<file path="config.mk">
export PLATFORM = sky130hd
export DESIGN_NAME = mem_access_ctrl_flat
export DESIGN_NICKNAME = d
export VERILOG_FILES = /design/src/rtl/mem_ctrl_pkg.sv /design/src/rtl/mem_access_ctrl_if.sv /design/src/rtl/mem_timeout_cnt.sv /design/src/rtl/mem_access_ctrl.sv /design/src/flat_wrapper.sv
export SDC_FILE = /design/constraint.sdc
export NUM_CORES = 1
export LEC_CHECK = 0
export ABC_CLOCK_PERIOD_IN_PS = 4000
export CAP_MARGIN = 0
export CORE_AREA = 2 2 153 155
export DETAILED_ROUTE_END_ITERATION = 16
export DIE_AREA = 0 0 155 157
export PLACE_DENSITY = 0.72
export SLEW_MARGIN = 20
export SYNTH_ARGS = -nofsm -noshare
export SYNTH_HDL_FRONTEND = slang
export SYNTH_HIERARCHICAL = 1
export SYNTH_SLANG_ARGS = --single-unit
</file>
<file path="constraint.sdc">
create_clock -name CLK -period 4 [get_ports CLK]
set_clock_uncertainty 0.15 [all_clocks]
set_input_delay 1.2 -clock CLK [delete_from_list [all_inputs] [get_ports CLK]]
set_output_delay 1.2 -clock CLK [all_outputs]
set_load 0.01 [all_outputs]
</file>
<file path="src/rtl/mem_ctrl_pkg.sv">
`default_nettype none
// +----------------------------------------------------------------------+
// | mem_ctrl_pkg                                                         |
// | Shared types and constants for the MEM-stage access controller.      |
// | Rev 1.0  initial release                                             |
// +----------------------------------------------------------------------+
package mem_ctrl_pkg;

  localparam int c_ADDR_W    = 64;
  localparam int c_DATA_W    = 64;
  localparam int c_TMO_CNT_W = 16;

  typedef enum logic [1:0] {
    IDLE = 2'd0,
    WAIT = 2'd1,
    DONE = 2'd2,
    ERR  = 2'd3
  } state_t;

endpackage
`default_nettype wire

</file>
<file path="src/rtl/mem_access_ctrl_if.sv">
`default_nettype none
// +----------------------------------------------------------------------+
// | mem_access_ctrl_if                                                   |
// | Data-memory req/ack bus between the controller and the memory.       |
// | Rev 1.0  initial release                                             |
// +----------------------------------------------------------------------+
interface mem_access_ctrl_if
  import mem_ctrl_pkg::*;
#(
  parameter int ADDR_W = c_ADDR_W,
  parameter int DATA_W = c_DATA_W
);

  logic              DMEM_REQ;
  logic              DMEM_WE;
  logic [ADDR_W-1:0] DMEM_ADDR;
  logic [DATA_W-1:0] DMEM_WDATA;
  logic              DMEM_ACK;
  logic [DATA_W-1:0] DMEM_RDATA;

  modport master (
    output DMEM_REQ, DMEM_WE, DMEM_ADDR, DMEM_WDATA,
    input  DMEM_ACK, DMEM_RDATA
  );

  modport slave (
    input  DMEM_REQ, DMEM_WE, DMEM_ADDR, DMEM_WDATA,
    output DMEM_ACK, DMEM_RDATA
  );

endinterface
`default_nettype wire

</file>
<file path="src/rtl/mem_timeout_cnt.sv">
`default_nettype none
// +----------------------------------------------------------------------+
// | mem_timeout_cnt                                                      |
// | Clear/enable counter flagging the TERMINAL-th enabled cycle.         |
// | Rev 1.0  initial release                                             |
// +----------------------------------------------------------------------+
module mem_timeout_cnt #(
  parameter int WIDTH    = 16,
  parameter int TERMINAL = 255
) (
  input  logic clk,
  input  logic rst_n,
  input  logic i_clr,
  input  logic i_en,
  output logic o_tc
);

  localparam logic [WIDTH-1:0] c_LAST = WIDTH'(TERMINAL - 1);

  logic [WIDTH-1:0] r_cnt;

  always_ff @(posedge clk or negedge rst_n) begin
    if (!rst_n) begin
      r_cnt <= '0;
    end else if (i_clr) begin
      r_cnt <= '0;
    end else if (i_en) begin
      r_cnt <= r_cnt + 1'b1;
    end
  end

  // Asserted during the enabled cycle in which the count reaches TERMINAL.
  assign o_tc = i_en && (r_cnt == c_LAST);

endmodule
`default_nettype wire

</file>
<file path="src/rtl/mem_access_ctrl.sv">
`default_nettype none
// +----------------------------------------------------------------------+
// | mem_access_ctrl                                                      |
// | MEM-stage load/store sequencer with pipeline stall and bubble.       |
// | Optional macro MEM_ACCESS_TIMEOUT_EN adds the WAIT timeout/ERR path. |
// | Rev 1.0  initial release                                             |
// +----------------------------------------------------------------------+
module mem_access_ctrl
  import mem_ctrl_pkg::*;
#(
  parameter int ADDR_W      = c_ADDR_W,
  parameter int DATA_W      = c_DATA_W,
  parameter int TIMEOUT_CYC = 255
) (
  input  logic              CLK,
  input  logic              RESET_N,
  input  logic              MEM_READ_IN,
  input  logic              MEM_WRITE_IN,
  input  logic              FLUSH,
  input  logic [ADDR_W-1:0] ADDR_IN,
  input  logic [DATA_W-1:0] WDATA_IN,
  mem_access_ctrl_if.master dmem,
  output logic [DATA_W-1:0] RDATA_OUT,
  output logic              STALL,
  output logic              BUBBLE,
  output logic              FAULT
);

  state_t            r_state;
  logic              r_req;
  logic              r_we;
  logic [ADDR_W-1:0] r_addr;
  logic [DATA_W-1:0] r_wdata;
  logic [DATA_W-1:0] r_rdata;
  logic              r_killed;

  logic w_op;
  logic w_start;
  logic w_stall;

  assign w_op    = MEM_READ_IN | MEM_WRITE_IN;
  assign w_start = (r_state == IDLE) && w_op && !FLUSH;
  assign w_stall = w_start || (r_state == WAIT) || (r_state == ERR);

`ifdef MEM_ACCESS_TIMEOUT_EN
  logic w_tc;
  logic r_fault;

  mem_timeout_cnt #(
    .WIDTH    (c_TMO_CNT_W),
    .TERMINAL (TIMEOUT_CYC)
  ) u_tmo_cnt (
    .clk   (CLK),
    .rst_n (RESET_N),
    .i_clr (w_start),
    .i_en  ((r_state == WAIT) && !dmem.DMEM_ACK),
    .o_tc  (w_tc)
  );

  assign FAULT = r_fault;
`else
  // TIMEOUT_CYC is at least 1, so this ties FAULT low.
  assign FAULT = (TIMEOUT_CYC == 0);
`endif

  always_ff @(posedge CLK or negedge RESET_N) begin
    if (!RESET_N) begin
      r_state  <= IDLE;
      r_req    <= 1'b0;
      r_we     <= 1'b0;
      r_addr   <= '0;
      r_wdata  <= '0;
      r_rdata  <= '0;
      r_killed <= 1'b0;
`ifdef MEM_ACCESS_TIMEOUT_EN
      r_fault  <= 1'b0;
`endif
    end else begin
      case (r_state)
        IDLE: begin
          if (w_start) begin
            r_addr  <= ADDR_IN;
            r_wdata <= WDATA_IN;
            r_we    <= MEM_WRITE_IN;
            r_req   <= 1'b1;
            r_state <= WAIT;
          end
        end
        WAIT: begin
          // A squashed access still runs to completion; only its writeback is dropped.
          if (FLUSH) begin
            r_killed <= 1'b1;
          end
          if (dmem.DMEM_ACK) begin
            r_req <= 1'b0;
            if (!r_we) begin
              r_rdata <= dmem.DMEM_RDATA;
            end
            r_state <= DONE;
          end
`ifdef MEM_ACCESS_TIMEOUT_EN
          else if (w_tc) begin
            r_req   <= 1'b0;
            r_fault <= 1'b1;
            r_state <= ERR;
          end
`endif
        end
        DONE: begin
          r_killed <= 1'b0;
          r_state  <= IDLE;
        end
`ifdef MEM_ACCESS_TIMEOUT_EN
        ERR: begin
          r_state <= ERR;
        end
`endif
        default: begin
          r_state <= IDLE;
        end
      endcase
    end
  end

  assign dmem.DMEM_REQ   = r_req;
  assign dmem.DMEM_WE    = r_we;
  assign dmem.DMEM_ADDR  = r_addr;
  assign dmem.DMEM_WDATA = r_wdata;
  assign RDATA_OUT       = r_rdata;
  assign STALL           = w_stall;
  assign BUBBLE          = w_stall || ((r_state == DONE) && r_killed);

endmodule
`default_nettype wire

</file>
<file path="src/flat_wrapper.sv">
// flat-port wrapper written by rule: the top's interface ports become plain ports
module mem_access_ctrl_flat import mem_ctrl_pkg::*;
#(
  parameter int ADDR_W      = c_ADDR_W,
  parameter int DATA_W      = c_DATA_W,
  parameter int TIMEOUT_CYC = 255
)
  (CLK, RESET_N, MEM_READ_IN, MEM_WRITE_IN, FLUSH, ADDR_IN, WDATA_IN, RDATA_OUT, STALL, BUBBLE, FAULT, dmem_DMEM_REQ, dmem_DMEM_WE, dmem_DMEM_ADDR, dmem_DMEM_WDATA, dmem_DMEM_ACK, dmem_DMEM_RDATA);
  mem_access_ctrl_if #(.ADDR_W(ADDR_W), .DATA_W(DATA_W)) dmem_i ();
  input  logic CLK;
  input  logic RESET_N;
  input  logic MEM_READ_IN;
  input  logic MEM_WRITE_IN;
  input  logic FLUSH;
  input  logic [ADDR_W-1:0] ADDR_IN;
  input  logic [DATA_W-1:0] WDATA_IN;
  output logic [DATA_W-1:0] RDATA_OUT;
  output logic STALL;
  output logic BUBBLE;
  output logic FAULT;
  output wire logic [$bits(dmem_i.DMEM_REQ)-1:0] dmem_DMEM_REQ;
  output wire logic [$bits(dmem_i.DMEM_WE)-1:0] dmem_DMEM_WE;
  output wire logic [$bits(dmem_i.DMEM_ADDR)-1:0] dmem_DMEM_ADDR;
  output wire logic [$bits(dmem_i.DMEM_WDATA)-1:0] dmem_DMEM_WDATA;
  input wire logic [$bits(dmem_i.DMEM_ACK)-1:0] dmem_DMEM_ACK;
  input wire logic [$bits(dmem_i.DMEM_RDATA)-1:0] dmem_DMEM_RDATA;
  assign dmem_DMEM_REQ = dmem_i.DMEM_REQ;
  assign dmem_DMEM_WE = dmem_i.DMEM_WE;
  assign dmem_DMEM_ADDR = dmem_i.DMEM_ADDR;
  assign dmem_DMEM_WDATA = dmem_i.DMEM_WDATA;
  assign dmem_i.DMEM_ACK = dmem_DMEM_ACK;
  assign dmem_i.DMEM_RDATA = dmem_DMEM_RDATA;
  mem_access_ctrl #(.ADDR_W(ADDR_W), .DATA_W(DATA_W), .TIMEOUT_CYC(TIMEOUT_CYC)) u_core (.CLK(CLK), .RESET_N(RESET_N), .MEM_READ_IN(MEM_READ_IN), .MEM_WRITE_IN(MEM_WRITE_IN), .FLUSH(FLUSH), .ADDR_IN(ADDR_IN), .WDATA_IN(WDATA_IN), .dmem(dmem_i), .RDATA_OUT(RDATA_OUT), .STALL(STALL), .BUBBLE(BUBBLE), .FAULT(FAULT));
endmodule
</file>
== After elaboration in Yosys (flattened, before gate mapping) ==
Index checks and enable logic that the tools add are counted.

* Equality and inequality tests: 6
* Reduce and logical (&&, ||, !) cells: 15
* Bitwise gates (word level): 2
* Muxes and demuxes: 8

{| class="wikitable"
|+ Operator list
! cell !! count
|-
| 2-bit AND reduction || 3
|-
| 3-bit AND reduction || 2
|-
| 2-bit equality test (second input constant) || 2
|-
| 2-bit two-way mux || 2
|-
| 2-bit inequality test (second input constant) || 2
|-
| 1-bit one-hot mux with 2 select lines || 2
|-
| 2-bit one-hot mux with 2 select lines || 1
|-
| 2-bit nonzero test || 2
|-
| 1-bit logical AND || 3
|-
| 1-bit logical OR || 3
|-
| 1-bit two-way mux || 3
|-
| 2-bit by 1-bit equality test with 1-bit output (second input constant) || 1
|-
| 2-bit zero test || 1
|-
| 2-bit by 1-bit inequality test with 1-bit output (second input constant) || 1
|-
| 1-bit zero test || 1
|-
| 1-bit NOT || 1
|-
| 1-bit OR || 1
|}

* Output and inout port bits: 197
* Bits in registers: 197
* Word-level logic and storage cells: 38
* Bits of input ports: 198

== Logic depth before layout (Yosys ltp) ==
Gate-level depths: netlist (run 1).

* Depth in word-level cells: 6
* Depth in mapped cells: 5
* Depth with buffers taken out: 3

== Worst setup path before layout (run 1) ==
OpenSTA, ideal clock, no wires.

* Path type: input-to-output
* Start point: input port FLUSH
* End point: output port BUBBLE
* Path buffers: 2
* Arrival time: 2.099 ns
* Setup slack: 0.551 ns
* Data required time: 2.650 ns
* Cell stages on the path: 4
* Cells stage by stage: nor4_4 -> buf_2 -> buf_2 -> a211o_1

* Word-level cells in the longest chain between the ends: 5

{| class="wikitable"
|+ RTL lines
! element !! line !! RTL
|-
| start, declared || flat_wrapper.sv:14 || <nowiki>input logic FLUSH;</nowiki>
|-
| 1-bit zero test || mem_access_ctrl.sv:42 || <nowiki>assign w_start = (r_state == IDLE) && w_op && !FLUSH;</nowiki>
|-
| 1-bit logical AND || mem_access_ctrl.sv:42 ||
|-
| 1-bit logical OR (2 in a row) || mem_access_ctrl.sv:43 || <nowiki>assign w_stall = w_start || (r_state == WAIT) || (r_state == ERR);</nowiki>
|-
| 1-bit logical OR || mem_access_ctrl.sv:131 || <nowiki>assign BUBBLE = w_stall || ((r_state == DONE) && r_killed);</nowiki>
|-
| end, declared || flat_wrapper.sv:19 || <nowiki>output logic BUBBLE;</nowiki>
|}

No other way between the ends.

== Worst setup path after layout (run 1) ==
* Start point: input port MEM_WRITE_IN
* End point: output port STALL

* Word-level cells in the longest chain between the ends: 5

{| class="wikitable"
|+ RTL lines
! element !! line !! RTL
|-
| start, declared || flat_wrapper.sv:13 || <nowiki>input logic MEM_WRITE_IN;</nowiki>
|-
| 1-bit OR || mem_access_ctrl.sv:41 || <nowiki>assign w_op = MEM_READ_IN | MEM_WRITE_IN;</nowiki>
|-
| 1-bit logical AND (2 in a row) || mem_access_ctrl.sv:42 ||
|-
| 1-bit logical OR (2 in a row) || mem_access_ctrl.sv:43 ||
|-
| end, declared || flat_wrapper.sv:18 || <nowiki>output logic STALL;</nowiki>
|}

No other way between the ends.

==> results.cfg, run 1 <==
[detailed_routing]
viasPerCell = 4.54
wirelength_um = 20200
ant_nets = 0
wl_per_cell_um = 18.0
first_pass_iters = 4
drc = 0
vias = 5091
drt_iter0_markers = 162

[clock_network]
clk_pin_slew_worst_paths_ns = 0.07
hold_buffers = 0
clock_latency_ns = 0.42
root_buffer = clkbuf_16
cts_max_level = 4
cts_buffers = 17
cts_tree = yes
clock-sinks = 197
cts_max_path_buffers = 2

[sta]
worst_pin_slew_ns = 0.776
finalSetupViolations = 0
finalMaxSlewViolations = 0
timing.hold.ws_ns = 0.334
min_period_ns = 3.93
grt_setup_unrepaired = no
max-slew-margin-rel_pct = 48.3
fmax_mhz = 254
period_share_pct = 98.2
timing.final.hold_violations = 0

[floorplanning]
num_rows = 55
die_h_um = 157
die_w_um = 155
core_area_um2 = 22500
io_pins = 395
dieArea_um2 = 24300
start_util_pct = 32.7

[grt]
grt_pass1_vias = 5580
antenna_found_initial = 0
grt_max_degree = 73
grtUsageTotal_pct = 16.4
grt-ovfl-total = 0
grt_pass1_wl_um = 30800

[power]
peakVddDrop_v = 0.000333
clkPwrFrac_pct = 20.3
intPower_mw = 5.73
finalPower_mw = 8.14
seq_power_share_pct = 39.3
p_leak_nw = 4.98
powerDensity_nw_per_um2 = 669
p_sw_mw = 2.40
combPwrFrac_pct = 40.4
swShare_pct = 29.6

[worst_setup_path]
cp.required_ns = 2.65
r2r-end = u_core/dmem.DMEM_ADDR[35]
reg2reg_slack_ns = 1.28
start_kind = primary input
critPathLaunch = MEM_WRITE_IN
setup.worst_path.end_class = output port
crit_type = in2out
r2r_cells = 5
cp-endpoint = STALL
path_max_fanout = 3
critical_path_arrival_ns = 2.58
r2r_start = u_core/r_state[0]

[yosys]
ys_types = 18
yosysTopAreaCell = dfrtp_1
synth_top_flop_cell = dfrtp_1
synthArstFlopShare_pct = 100
synth-edff-count = 0
synth.top_cell.area_share_pct = 67.0
post-synth-top-count-cell = dfrtp_1
synthCells = 426
synth_area_leaders = dfrtp_1 67%, mux2_2 19%, mux2_1 10%
syn_nets = 624
synth_common_cells = 197 x dfrtp_1, 127 x mux2_2, 66 x mux2_1
syn_area_per_cell_um2 = 17.3
syn_area_um2 = 7360
seq_area_frac_synth_pct = 67.0
yosys_register_bits = 197
yosys_warnings = 6

[cells_and_area]
area_growth_pct = 65.2
fillCellCount = 1933
n_antenna_cell = 0
drive_above_1_share_pct = 20.4
finish.instance_area_um2 = 12200
nets = 1023

[place]
gp_congestion = 0.762
dp_hpwl_um = 15300
dpl_cell_area_um2 = 11600
io_buffers = 393

[status]
status = complete, no violations

[worst_hold_path]
hold_path.class = reg2reg
hold_start = u_core/dmem.DMEM_ADDR[12]
hold_path_depth = 1

[run]
maxCapViolations = 0
[state kept, by name (all words and copies together) (netlist names)]
signal,cells
u_core/dmem.DMEM_WDATA,64
u_core/dmem.DMEM_WE,1
u_core/dmem.DMEM_ADDR,64
u_core/r_state,2
u_core/dmem.DMEM_REQ,1
u_core/RDATA_OUT,64
u_core/r_killed,1
[stage by stage]
| step | setup TNS, ns | instances | worst slack, ns | util (%) |
|---|---|---|---|---|
| detailed placement | -0.148 | 1090 | -0.0973 | 51.5 |
| global placement | -0.121 | 1090 | -0.0797 | 51.5 |
| CTS | 0 | 1122 | 0.0529 | 54.1 |
| floorplan | 0 | 426 | 0.551 | - |
| finish | 0 | 1122 | 0.0705 | 54.1 |
| global route | 0 | 1122 | 0.0192 | 54.1 |
[cells in the final DEF, fill, tap and decap left out, types with 2 or more instances in the layout]
cell type and n:
inv_1 2, o21ai_0 2, mux2_1 66, or2_2 2
mux2_2 127, clkdlybuf4s50_1 390, buf_4 5, buf_12 3
clkbuf_16 17, clkinv_4 8, dfrtp_1 197, inv_8 3
dlygate4sd2_1 2, clkbuf_8 2
[worst max-delay path: stages]
cell             delay, ns
clkdlybuf4s50_1       0.43
nor2_2                0.16
nor4_4                0.06
buf_4                 0.15
or2_2                 0.26
dlygate4sd2_1         0.32
[area by class of cell]
| type | instances | area, um2 | area share (%) |
|---|---|---|---|
| clock inverter | 12 | 120 | 0.987 |
| tap | 285 | 357 | 2.93 |
| clock buffer | 19 | 443 | 3.64 |
| timing repair buffer | 401 | 4030 | 33.1 |
| sequential | 197 | 4930 | 40.5 |
| inverter | 2 | 7.51 | 0.0617 |
| multi-input combinational | 206 | 2280 | 18.7 |
[routing by layer]
layer | global-route usage, % | wire length (um)
met2 | 29.1 | 10300
met5 | 0 | 0
met4 | 5.29 | 310
met3 | 5.73 | 1820
met1 | 18.5 | 7790
[worst min path at each step]
stage                                      end
finish               u_core/dmem.DMEM_ADDR[12]
global route        u_core/dmem.DMEM_WDATA[50]
CTS                  u_core/dmem.DMEM_ADDR[19]
detailed placement   u_core/dmem.DMEM_ADDR[32]
global placement          u_core/dmem.DMEM_REQ
floorplan                      u_core/r_killed
[power by group through the flow]
stage	Combinational (mW)	Clock (mW)	Sequential, mW
after floorplan	0.836	0	3.59
after global placement	3.29	0	3.21
after detailed placement	3.33	0	3.25
after CTS	3.34	1.71	3.21
after global routing	3.48	1.79	3.31
final	3.29	1.65	3.20
[cells by family (layout without fill, tap and decap cells)]
kind of cell	count (synthesis)	after routing	share of synthesized area, %
AOI/OAI and AO/OA	4	4	0.357
buffers and inverters	23	434	2.23
DFF	197	197	67.0
muxes	193	193	29.5
other	1	1	0.0509
and+or+nand+nor	8	8	0.884
[repair_timing]
item                       CTS  global route
pin swaps                    1             0
setup buffers                1             0
setup endpoints to repair    2             1
gates resized for setup      2             1
Power figures use the tool's default switching activity.
==> inputs of run 2 (changes only) <==
CAP_MARGIN = 40   (was 0)
REMOVE_ABC_BUFFERS = 1   (was not set)
==> results.cfg, run 2 (synthesis results as in run 1) <==
[status]
status = complete, no violations

[power]
p_leak_nw = 5.02
powerDensity_nw_per_um2 = 666
peakVddDrop_v = 0.000365

[clock_network]
cts_tree = yes
cts_max_path_buffers = 2
clk_pin_slew_worst_paths_ns = 0.07
clock_latency_ns = 0.42
root_buffer = clkbuf_16
cts_buffers = 17
cts_max_level = 4
hold_buffers = 0
clock-sinks = 197

[sta]
fmax_mhz = 270
worst_pin_slew_ns = 0.555
max-slew-margin-rel_pct = 63.0
finalSetupViolations = 0
period_share_pct = 92.5
grt_setup_unrepaired = no
min_period_ns = 3.70
finalMaxSlewViolations = 0
timing.final.hold_violations = 0

[cells_and_area]
final_common_cell = clkdlybuf4s50_1
nets = 1027
finish.instance_area_um2 = 12200
drive_above_1_share_pct = 20.7
fillCellCount = 1889
area_growth_pct = 65.9
n_antenna_cell = 0
stdcell_count = 1126
mostFrequentLayoutCells = 390 x clkdlybuf4s50_1, 197 x dfrtp_1, 127 x mux2_2

[detailed_routing]
wirelength_um = 20200
first_pass_iters = 4
vias = 5064
drc = 0
wl_per_cell_um = 18.0
ant_nets = 0
drt_iter0_markers = 169
viasPerCell = 4.50

[place]
dp_cells = 1093
dp_hpwl_um = 15300
dpl_cell_area_um2 = 11600
io_buffers = 393
gp_congestion = 0.763

[worst_setup_path]
critical_path_arrival_ns = 2.35
setup.worst_path.end_class = output port
cp-endpoint = STALL
path_max_fanout = 3
start_kind = primary input
r2r_start = u_core/r_state[0]
r2r-end = u_core/dmem.DMEM_ADDR[5]
reg2reg_slack_ns = 1.18
cp.required_ns = 2.65
crit_type = in2out
critPathLaunch = MEM_WRITE_IN
r2r_cells = 6

[floorplanning]
io_pins = 395
dieArea_um2 = 24300
die_h_um = 157
start_util_pct = 32.7
num_rows = 55
die_w_um = 155
core_area_um2 = 22500

[run]
maxCapViolations = 0

[grt]
grt_pass1_wl_um = 30600
antenna_found_initial = 0
grt-ovfl-total = 0
grt_pass1_vias = 5404
grtUsageTotal_pct = 16.4
grt_max_degree = 77

[worst_hold_path]
hold_path.class = reg2reg
[run 2: cell types whose count changed in the layout (fill, tap and decap cells not counted)]
cell / before / now
inv_8: 3 / 5
buf_16: 0 / 1
clkbuf_8: 2 / 1
clkinv_8: 1 / 0
inv_6: 0 / 1
clkbuf_1: 1 / 2
clkinv_4: 8 / 6
dlymetal6s2s_1: 0 / 2
dlygate4sd2_1: 2 / 0
buf_4: 5 / 8
[run 2: routing by layer]
metal / up-vias / wire length (um) / global-route usage, %
li1: 2292 / - / -
met1: 2556 / 7920 / 19.1
met2: 195 / 10500 / 28.6
met3: 21 / 1490 / 5.31
met4: 0 / 347 / 5.20
met5: - / 0 / 0
[run 2: critical path: stages]
cell	delay, ns
clkdlybuf4s50_1	0.46
nor2_2	0.17
nor4_4	0.06
or2_2	0.29
dlymetal6s2s_1	0.17
[run 2: metrics by stage]
step	setup TNS (ns)	worst slack (ns)	utilization [%]	hold WS, ns	total power, mW
6_report	0	0.299	54.3	0.335	8.13
5_1_grt	0	0.279	54.3	0.353	8.58
4_1_cts	-0.0204	-0.0204	54.2	0.341	8.25
3_5_place_dp	-2.22	-0.0587	51.7	0.323	6.57
3_3_place_gp	-0.423	-0.0270	51.5	0.311	6.50
2_1_floorplan	-288.03	-3.28	-	0.351	4.42
[run 2: where the power goes]
part / switching (mW) / total (mW) / internal [mW]
clock: 0.814 / 1.64 / 0.824
combinational: 1.19 / 3.30 / 2.11
sequential: 0.405 / 3.20 / 2.79
total: 2.41 / 8.13 / 5.73
[run 2: layout make-up]
| cell class | instances | area (um2) | share of cell area, % |
|---|---|---|---|
| Inverter | 2 | 7.51 | 0.0615 |
| Multi-Input combinational cell | 206 | 2280 | 18.6 |
| Timing Repair Buffer | 405 | 4090 | 33.5 |
| Tap cell | 285 | 357 | 2.92 |
| Clock inverter | 12 | 118 | 0.963 |
| Sequential cell | 197 | 4930 | 40.4 |
| Clock buffer | 19 | 433 | 3.55 |
[run 2: how the worst min path moves through the flow]
stage | start | end | slack (ns) | cells after the start
2_1_floorplan | u_core/r_killed | u_core/r_killed | 0.35 | 2
3_3_place_gp | u_core/dmem.DMEM_REQ | u_core/dmem.DMEM_REQ | 0.31 | 1
3_5_place_dp | u_core/dmem.DMEM_REQ | u_core/dmem.DMEM_REQ | 0.32 | 1
4_1_cts | u_core/dmem.DMEM_ADDR[31] | u_core/dmem.DMEM_ADDR[31] | 0.34 | 1
5_1_grt | u_core/dmem.DMEM_ADDR[32] | u_core/dmem.DMEM_ADDR[32] | 0.35 | 1
6_report | u_core/dmem.DMEM_ADDR[31] | u_core/dmem.DMEM_ADDR[31] | 0.34 | 1
[run 2: what timing repair did]
item / in CTS / in global routing
hold endpoints to repair: 0 / 0
setup endpoints to repair: 2 / 2
setup buffers: 1 / 0
resized for setup: 1 / 2
cloned: 0 / 0
